File: src/rtl/lcd_scan_ctrl_pkg.sv
// Shared constants for the seven-segment scan controller: segment patterns, FSM states, widths.
// Pure declarations; no logic, latency or backpressure of its own.
package lcd_pkg;
  localparam int IDX_W = 2;
  localparam int CNT_W = 20;

  localparam logic [6:0] SEG_0   = 7'h40;
  localparam logic [6:0] SEG_1   = 7'h79;
  localparam logic [6:0] SEG_2   = 7'h24;
  localparam logic [6:0] SEG_3   = 7'h30;
  localparam logic [6:0] SEG_4   = 7'h19;
  localparam logic [6:0] SEG_5   = 7'h12;
  localparam logic [6:0] SEG_6   = 7'h02;
  localparam logic [6:0] SEG_7   = 7'h78;
  localparam logic [6:0] SEG_8   = 7'h00;
  localparam logic [6:0] SEG_9   = 7'h10;
  localparam logic [6:0] SEG_A   = 7'h08;
  localparam logic [6:0] SEG_B   = 7'h03;
  localparam logic [6:0] SEG_C   = 7'h46;
  localparam logic [6:0] SEG_D   = 7'h21;
  localparam logic [6:0] SEG_E   = 7'h06;
  localparam logic [6:0] SEG_F   = 7'h0E;
  localparam logic [6:0] SEG_OFF = 7'h7F;

  typedef enum logic {SCAN, BLANK} state_t;
endpackage

File: src/rtl/lcd_scan_ctrl_if.sv
// Write port and display pins of the scan controller, grouped as one bundle.
// master = value producer / pin observer, slave = the controller; wr_rdy gates writes and commits.
interface lcd_scan_ctrl_if;
  import lcd_pkg::*;

  logic             wr_en;
  logic [IDX_W-1:0] wr_idx;
  logic [3:0]       wr_data;
  logic             wr_dp;
  logic             commit;
  logic             wr_rdy;
  logic [3:0]       dig_en;
  logic [3:0]       an;
  logic [6:0]       seg;
  logic             dp;
  logic             frame_tick;

  modport master (
    output wr_en, wr_idx, wr_data, wr_dp, commit, dig_en,
    input  wr_rdy, an, seg, dp, frame_tick
  );

  modport slave (
    input  wr_en, wr_idx, wr_data, wr_dp, commit, dig_en,
    output wr_rdy, an, seg, dp, frame_tick
  );
endinterface

File: src/rtl/lcd_scan_ctrl_seg7_decode.sv
// Hex nibble to active-low {g,f,e,d,c,b,a} pattern; purely combinational, no backpressure.
module seg7_decode
  import lcd_pkg::*;
(
  input  logic [3:0] hex_i,
  output logic [6:0] seg_o
);
  always_comb begin
    seg_o = SEG_OFF;
    case (hex_i)
      4'h0: seg_o = SEG_0;
      4'h1: seg_o = SEG_1;
      4'h2: seg_o = SEG_2;
      4'h3: seg_o = SEG_3;
      4'h4: seg_o = SEG_4;
      4'h5: seg_o = SEG_5;
      4'h6: seg_o = SEG_6;
      4'h7: seg_o = SEG_7;
      4'h8: seg_o = SEG_8;
      4'h9: seg_o = SEG_9;
      4'hA: seg_o = SEG_A;
      4'hB: seg_o = SEG_B;
      4'hC: seg_o = SEG_C;
      4'hD: seg_o = SEG_D;
      4'hE: seg_o = SEG_E;
      4'hF: seg_o = SEG_F;
      default: seg_o = SEG_OFF;
    endcase
  end
endmodule

File: src/rtl/lcd_scan_ctrl.sv
// 4-digit seven-segment scanner with double-buffered digits; pins registered, 1 cycle after slot change.
// wr_rdy drops while a commit waits for the frame boundary; optional blanking via LCD_SCAN_BLANK_EN.
module lcd_scan_ctrl
  import lcd_pkg::*;
#(
  parameter int unsigned SCAN_DIV  = 50000,
  parameter int unsigned BLANK_CYC = 8
) (
  input  logic           clk,
  input  logic           clr,
  lcd_scan_ctrl_if.slave bus
);
  localparam logic [CNT_W-1:0] SCAN_LAST = CNT_W'(SCAN_DIV - 1);
`ifdef LCD_SCAN_BLANK_EN
  localparam logic [CNT_W-1:0] BLANK_LAST = CNT_W'(BLANK_CYC - 1);
`endif

  if (SCAN_DIV < 1 || SCAN_DIV > 32'hFFFFF || BLANK_CYC < 1 || BLANK_CYC > 255) begin : g_cfg_err
    $error("lcd_scan_ctrl: SCAN_DIV or BLANK_CYC out of range");
  end

  state_t           state_q, state_d;
  logic [CNT_W-1:0] cnt_q, cnt_d;
  logic [IDX_W-1:0] idx_q, idx_d;
  logic             pend_q, pend_d;
  logic [3:0][3:0]  shd_dat_q, shd_dat_d, act_dat_q, act_dat_d;
  logic [3:0]       shd_dp_q, shd_dp_d, act_dp_q, act_dp_d;
  logic [3:0]       an_q, an_d;
  logic [6:0]       seg_q, seg_d;
  logic             dp_q, dp_d;
  logic             tick_q;

  logic             scan_tc, frame_end, wr_ok, commit_ok, swap;
  logic [6:0]       dec_seg;

  assign scan_tc   = (state_q == SCAN) && (cnt_q == SCAN_LAST);
  assign frame_end = scan_tc && (idx_q == IDX_W'(3));
  assign wr_ok     = bus.wr_en && !pend_q;
  assign commit_ok = bus.commit && !pend_q;
  assign swap      = frame_end && pend_q;

  seg7_decode u_dec (
    .hex_i (act_dat_q[idx_q]),
    .seg_o (dec_seg)
  );

  // Shadow is frozen while pend is set, so the swap copies exactly what was committed.
  always_comb begin
    shd_dat_d = shd_dat_q;
    shd_dp_d  = shd_dp_q;
    act_dat_d = act_dat_q;
    act_dp_d  = act_dp_q;
    pend_d    = pend_q;
    if (wr_ok) begin
      shd_dat_d[bus.wr_idx] = bus.wr_data;
      shd_dp_d[bus.wr_idx]  = bus.wr_dp;
    end
    if (commit_ok) pend_d = 1'b1;
    if (swap) begin
      act_dat_d = shd_dat_q;
      act_dp_d  = shd_dp_q;
      pend_d    = 1'b0;
    end
  end

  always_comb begin
    state_d = state_q;
    cnt_d   = cnt_q + CNT_W'(1);
    idx_d   = idx_q;
    case (state_q)
      SCAN: begin
        if (scan_tc) begin
          cnt_d = '0;
          idx_d = idx_q + IDX_W'(1);
`ifdef LCD_SCAN_BLANK_EN
          state_d = BLANK;
`endif
        end
      end
      BLANK: begin
`ifdef LCD_SCAN_BLANK_EN
        if (cnt_q == BLANK_LAST) begin
          cnt_d   = '0;
          state_d = SCAN;
        end
`else
        cnt_d   = '0;
        state_d = SCAN;
`endif
      end
      default: begin
        cnt_d   = '0;
        state_d = SCAN;
      end
    endcase
  end

  // Disabled digits keep their slot time but leave the anode off.
  always_comb begin
    an_d  = 4'hF;
    seg_d = SEG_OFF;
    dp_d  = 1'b1;
    if (state_q == SCAN) begin
      seg_d = dec_seg;
      if (bus.dig_en[idx_q]) begin
        an_d = ~(4'b0001 << idx_q);
        dp_d = ~act_dp_q[idx_q];
      end
    end
  end

  always_ff @(posedge clk or negedge clr) begin
    if (!clr) begin
      state_q   <= SCAN;
      cnt_q     <= '0;
      idx_q     <= '0;
      pend_q    <= 1'b0;
      shd_dat_q <= '0;
      shd_dp_q  <= '0;
      act_dat_q <= '0;
      act_dp_q  <= '0;
      an_q      <= 4'hF;
      seg_q     <= SEG_OFF;
      dp_q      <= 1'b1;
      tick_q    <= 1'b0;
    end else begin
      state_q   <= state_d;
      cnt_q     <= cnt_d;
      idx_q     <= idx_d;
      pend_q    <= pend_d;
      shd_dat_q <= shd_dat_d;
      shd_dp_q  <= shd_dp_d;
      act_dat_q <= act_dat_d;
      act_dp_q  <= act_dp_d;
      an_q      <= an_d;
      seg_q     <= seg_d;
      dp_q      <= dp_d;
      tick_q    <= frame_end;
    end
  end

  assign bus.wr_rdy     = ~pend_q;
  assign bus.an         = an_q;
  assign bus.seg        = seg_q;
  assign bus.dp         = dp_q;
  assign bus.frame_tick = tick_q;
endmodule

File: src/flat_wrapper.sv
// flat-port wrapper written by rule: the top's interface ports become plain ports
module lcd_scan_ctrl_flat import lcd_pkg::*;
#(
  parameter int unsigned SCAN_DIV  = 50000,
  parameter int unsigned BLANK_CYC = 8
)
  (clk, clr, bus_wr_en, bus_wr_idx, bus_wr_data, bus_wr_dp, bus_commit, bus_dig_en, bus_wr_rdy, bus_an, bus_seg, bus_dp, bus_frame_tick);
  lcd_scan_ctrl_if bus_i ();
  input  logic clk;
  input  logic clr;
  input wire logic [$bits(bus_i.wr_en)-1:0] bus_wr_en;
  input wire logic [$bits(bus_i.wr_idx)-1:0] bus_wr_idx;
  input wire logic [$bits(bus_i.wr_data)-1:0] bus_wr_data;
  input wire logic [$bits(bus_i.wr_dp)-1:0] bus_wr_dp;
  input wire logic [$bits(bus_i.commit)-1:0] bus_commit;
  input wire logic [$bits(bus_i.dig_en)-1:0] bus_dig_en;
  output wire logic [$bits(bus_i.wr_rdy)-1:0] bus_wr_rdy;
  output wire logic [$bits(bus_i.an)-1:0] bus_an;
  output wire logic [$bits(bus_i.seg)-1:0] bus_seg;
  output wire logic [$bits(bus_i.dp)-1:0] bus_dp;
  output wire logic [$bits(bus_i.frame_tick)-1:0] bus_frame_tick;
  assign bus_i.wr_en = bus_wr_en;
  assign bus_i.wr_idx = bus_wr_idx;
  assign bus_i.wr_data = bus_wr_data;
  assign bus_i.wr_dp = bus_wr_dp;
  assign bus_i.commit = bus_commit;
  assign bus_i.dig_en = bus_dig_en;
  assign bus_wr_rdy = bus_i.wr_rdy;
  assign bus_an = bus_i.an;
  assign bus_seg = bus_i.seg;
  assign bus_dp = bus_i.dp;
  assign bus_frame_tick = bus_i.frame_tick;
  lcd_scan_ctrl #(.SCAN_DIV(SCAN_DIV), .BLANK_CYC(BLANK_CYC)) u_core (.clk(clk), .clr(clr), .bus(bus_i));
endmodule
File: config.mk
export PLATFORM = sky130hd
export DESIGN_NAME = lcd_scan_ctrl_flat
export DESIGN_NICKNAME = d
export VERILOG_FILES = /design/src/rtl/lcd_scan_ctrl_pkg.sv /design/src/rtl/lcd_scan_ctrl_if.sv /design/src/rtl/lcd_scan_ctrl_seg7_decode.sv /design/src/rtl/lcd_scan_ctrl.sv /design/src/flat_wrapper.sv
export SDC_FILE = /design/constraint.sdc
export NUM_CORES = 1
export LEC_CHECK = 0
export ABC_CLOCK_PERIOD_IN_PS = 4100
export BUFFER_PORTS_ARGS = -buffer_cell sky130_fd_sc_hd__buf_2
export CORE_MARGIN = 1.5
export CORE_UTILIZATION = 47
export CTS_CLUSTER_DIAMETER = 30
export DETAILED_ROUTE_END_ITERATION = 10
export GPL_TIMING_DRIVEN = 0
export PLACE_DENSITY = 0.7
export SLEW_MARGIN = 20
export SYNTH_ARGS = -nofsm -noshare
export SYNTH_HDL_FRONTEND = slang
export SYNTH_SLANG_ARGS = --single-unit
File: constraint.sdc
create_clock -name clk -period 4.1 [get_ports clk]
set_input_delay 0.205 -clock clk [delete_from_list [all_inputs] [get_ports clk]]
set_output_delay 0.205 -clock clk [all_outputs]
set_load 0.01 [all_outputs]
==> summary.txt <==
kind of critical path: reg -> reg
CTS tree: done
Initial Utilization: 0.4960
Worst-Skew Late Latency: 0.33 ns
number of synthesized flops with an enable pin: 0
sink of the worst hold path: u_core.pend_q
I/O pins: 29
share of cells above drive strength 1: 0.3192
Pleak: 1.861 nW
data required time of the worst path: 4.31 ns
Worst Tran Pin Value: 1.058 ns
Peak supply drop: 0.0001601 V
DRC violations left: 0
Worst Hold Depth: 3
die height: 88.38 um
count leader, synth: dfrtp_1
gr busiest metal: met2
cell chain of the critical path: ha_1 -> and3_1 -> nand4_1 -> nor4_4 -> buf_6 -> mux2_1
Worst Clk Skew: 0.007733 ns
largest net degree at the start of global routing: 61
GR Util met1: 0.2322
Synth cell types: 39
diode count: 0
Relative slew margins: 0.2930
Hold Fails Final Rpt: 0
CORE AREA: 0.006907 mm2
Fillers: 584
Inst Count DP: 386
post-synth net total: 287
status: completed
Mapped Area: 0.003426 mm2
period utilisation layout: 0.5221
worst reg2reg setup slack: 1.96 ns
hpwl dp: 4088 um
FF-to-FF path depth: 6
Pre-antenna DRT Iters: 4
# Max-Cap Violations: 0
CTS buffer count: 9
grt ovf: 0
CTS root buffer: clkbuf_8
post-CTS setup buffers: 0
CP peak stage delay: 0.41 ns
ys async rst share: 1.000
met3 Usage GRT: 0.03638
Post-synth top cells: dfrtp_1, mux2_2, mux2_1, nand2_1, nor2_1
initial antenna violation count: 0
cell accounting for the most synthesized area: dfrtp_1
wire length per cell: 14.56 um
min Tclk post-route: 2.141 ns
sequential share of the synthesized area: 0.5595
post-synthesis register bit count: 76
# nets final: 328
Top Family by Delay on Critical Path: simple AND/OR/NAND/NOR gates
first-pass GRT wire length: 9901 um
prevailing post-synth register cell: dfrtp_1
CP max-delay cell: nor4_4
P&R area growth vs syn: 15.74%
Finished Layout Cells: 403
CTS sink cnt: 76
multi-input logic area: 0.001421 mm2
startpoint types: flip-flop
Hold WC Path Type: in -> reg
vias in the first global route: 2,129
Mapped Avg Cell Area: 13.13 um2
worst path bufs/invs: 1
r2r startpoint: u_core.cnt_q[0]
WL final: 5869 um
RSZ-0062 raised after global routing: no
Worst setup EP type: flip-flop
Final Slew Violations: 0
top cell type's share of synthesized area: 0.4675
synth warn: 0
die area: 0.007810 mm2
Clock Path Buffers: 2
final setup fails: 0
ranking of synthesized cells by area: dfrtp_1, dfstp_2, mux2_2
CTS H-Tree Depth: 3
Cell Rows: 30
power per cell area: 372.5 mW/mm2
Hold Startpoint: bus_commit
via count: 2,093
TNS Setup: 0 ns
Final GP Congestion: 0.7908
Port Buffers: 28
1st-iter DRT viols: 89
CTS clk-pin slew, worst paths: 0.07 ns
Via-to-Cell Ratio: 5.194
FF-to-FF End: u_core.act_dp_q[1]
met2 usage: 0.2588
Data arrival, critical path: 2.35 ns
die width: 88.38 um
GRT Total Usage: 0.1692
Detail Route Antenna Nets: 0
crit path max fanout: 10
Reg area: 0.001917 mm2
Achievable Freq: 0.4671 GHz
synthesized instance count: 261
[worst reg2reg max path, delay by kind of cell, from the launching register on]
kind                     cells  cell delay, ns
buffers and inverters        1            0.22
multiplexers                 1            0.33
adder cells (fa/ha/maj)      1            0.21
flip-flops                   1            0.39
AND/OR/NAND/NOR              3            0.88
[power breakdown]
part | switching [mW] | total, mW | internal (mW)
registers | 0.00554 | 0.767 | 0.762
clock network | 0.267 | 0.669 | 0.402
logic | 0.0227 | 0.0407 | 0.0180
[worst max path at each step]
stage,depth (start not counted),from,to
4_1_cts,6,u_core.cnt_q[0],u_core.act_dp_q[1]
3_5_place_dp,6,u_core.cnt_q[0],u_core.act_dp_q[1]
3_3_place_gp,6,u_core.cnt_q[0],u_core.act_dat_q[12]
2_1_floorplan,6,u_core.cnt_q[0],u_core.act_dat_q[10]
5_1_grt,6,u_core.idx_q[1],u_core.bus.seg[0]
6_report,6,u_core.cnt_q[0],u_core.act_dp_q[1]
[stage by stage]
stage / power, mW / instance area (um2) / worst slack [ns] / util / hold WS, ns
floorplan: 0.7920 / 3426 / 2.184 / - / -0.09059
detailed placement: 0.8235 / 3716 / 1.987 / 0.5380 / 0.09486
CTS: 1.496 / 3965 / 1.967 / 0.5741 / 0.09461
global route: 1.533 / 3965 / 1.855 / 0.5741 / 0.1127
finish: 1.477 / 3965 / 1.959 / 0.5741 / 0.1082
global placement: 0.8176 / 3686 / 2.001 / 0.5337 / 0.4467
[sequential cells by signal (all words and copies together) (netlist names)]
register               cells
u_core.pend_q              1
u_core.bus.an              4
u_core.idx_q               2
u_core.bus.seg             7
u_core.act_dat_q          16
u_core.bus.frame_tick      1
u_core.act_dp_q            4
u_core.bus.dp              1
u_core.cnt_q              20
u_core.shd_dp_q            4
u_core.shd_dat_q          16
[final cells by class]
type	instances	area share
Buffer	7	0.01168
Multi-Input combinational cell	167	0.3585
Sequential cell	76	0.4834
Tap cell	96	0.03029
Inverter	11	0.01041
Clock inverter	7	0.02903
Clock buffer	9	0.03124
Timing Repair Buffer	30	0.04544
[cell usage in the layout (no fill, tap or decap), types with 3 or more instances in the layout]
cell type / netlist / layout
mux2_2: 23 / 23
dfstp_2: 12 / 12
nor4_1: 3 / 3
nand2_1: 16 / 16
nand4_1: 6 / 6
inv_1: 11 / 11
clkbuf_8: 0 / 9
xor2_1: 6 / 6
and3_1: 3 / 3
nor3_1: 3 / 3
nor2b_1: 4 / 4
mux4_2: 6 / 6
o21a_1: 3 / 3
bufinv_16: 0 / 3
mux2_1: 20 / 20
dfrtp_1: 64 / 64
xnor2_1: 11 / 11
nor2_1: 16 / 16
buf_2: 4 / 31
nand3_1: 11 / 11
a21oi_1: 3 / 3
ha_1: 11 / 11
[per-layer routing]
layer  wire, um  vias to the layer above
met5          0                        -
met4         68                        0
met3        192                        6
met2       2581                       40
met1       3026                     1050
li1           -                      997
[logic make-up (layout without fill, tap and decap cells)]
logic type	after synthesis	count (layout)	synth area share
AO/OA/AOI/OAI	15	15	0.02995
XOR/XNOR	17	17	0.04346
adder cells (fa/ha/maj)	11	11	0.04017
buffers and inverters	18	64	0.02556
flip-flops	76	76	0.5595
multiplexers	49	49	0.1808
AND/OR/NAND/NOR	75	75	0.1205
[repair_timing]
action / 4_1_cts / 5_1_grt
hold buffers: 1 / 0
endpoints found under the hold margin: 16 / 0
resized for setup: 0 / 0
Power figures use the tool's default switching activity.
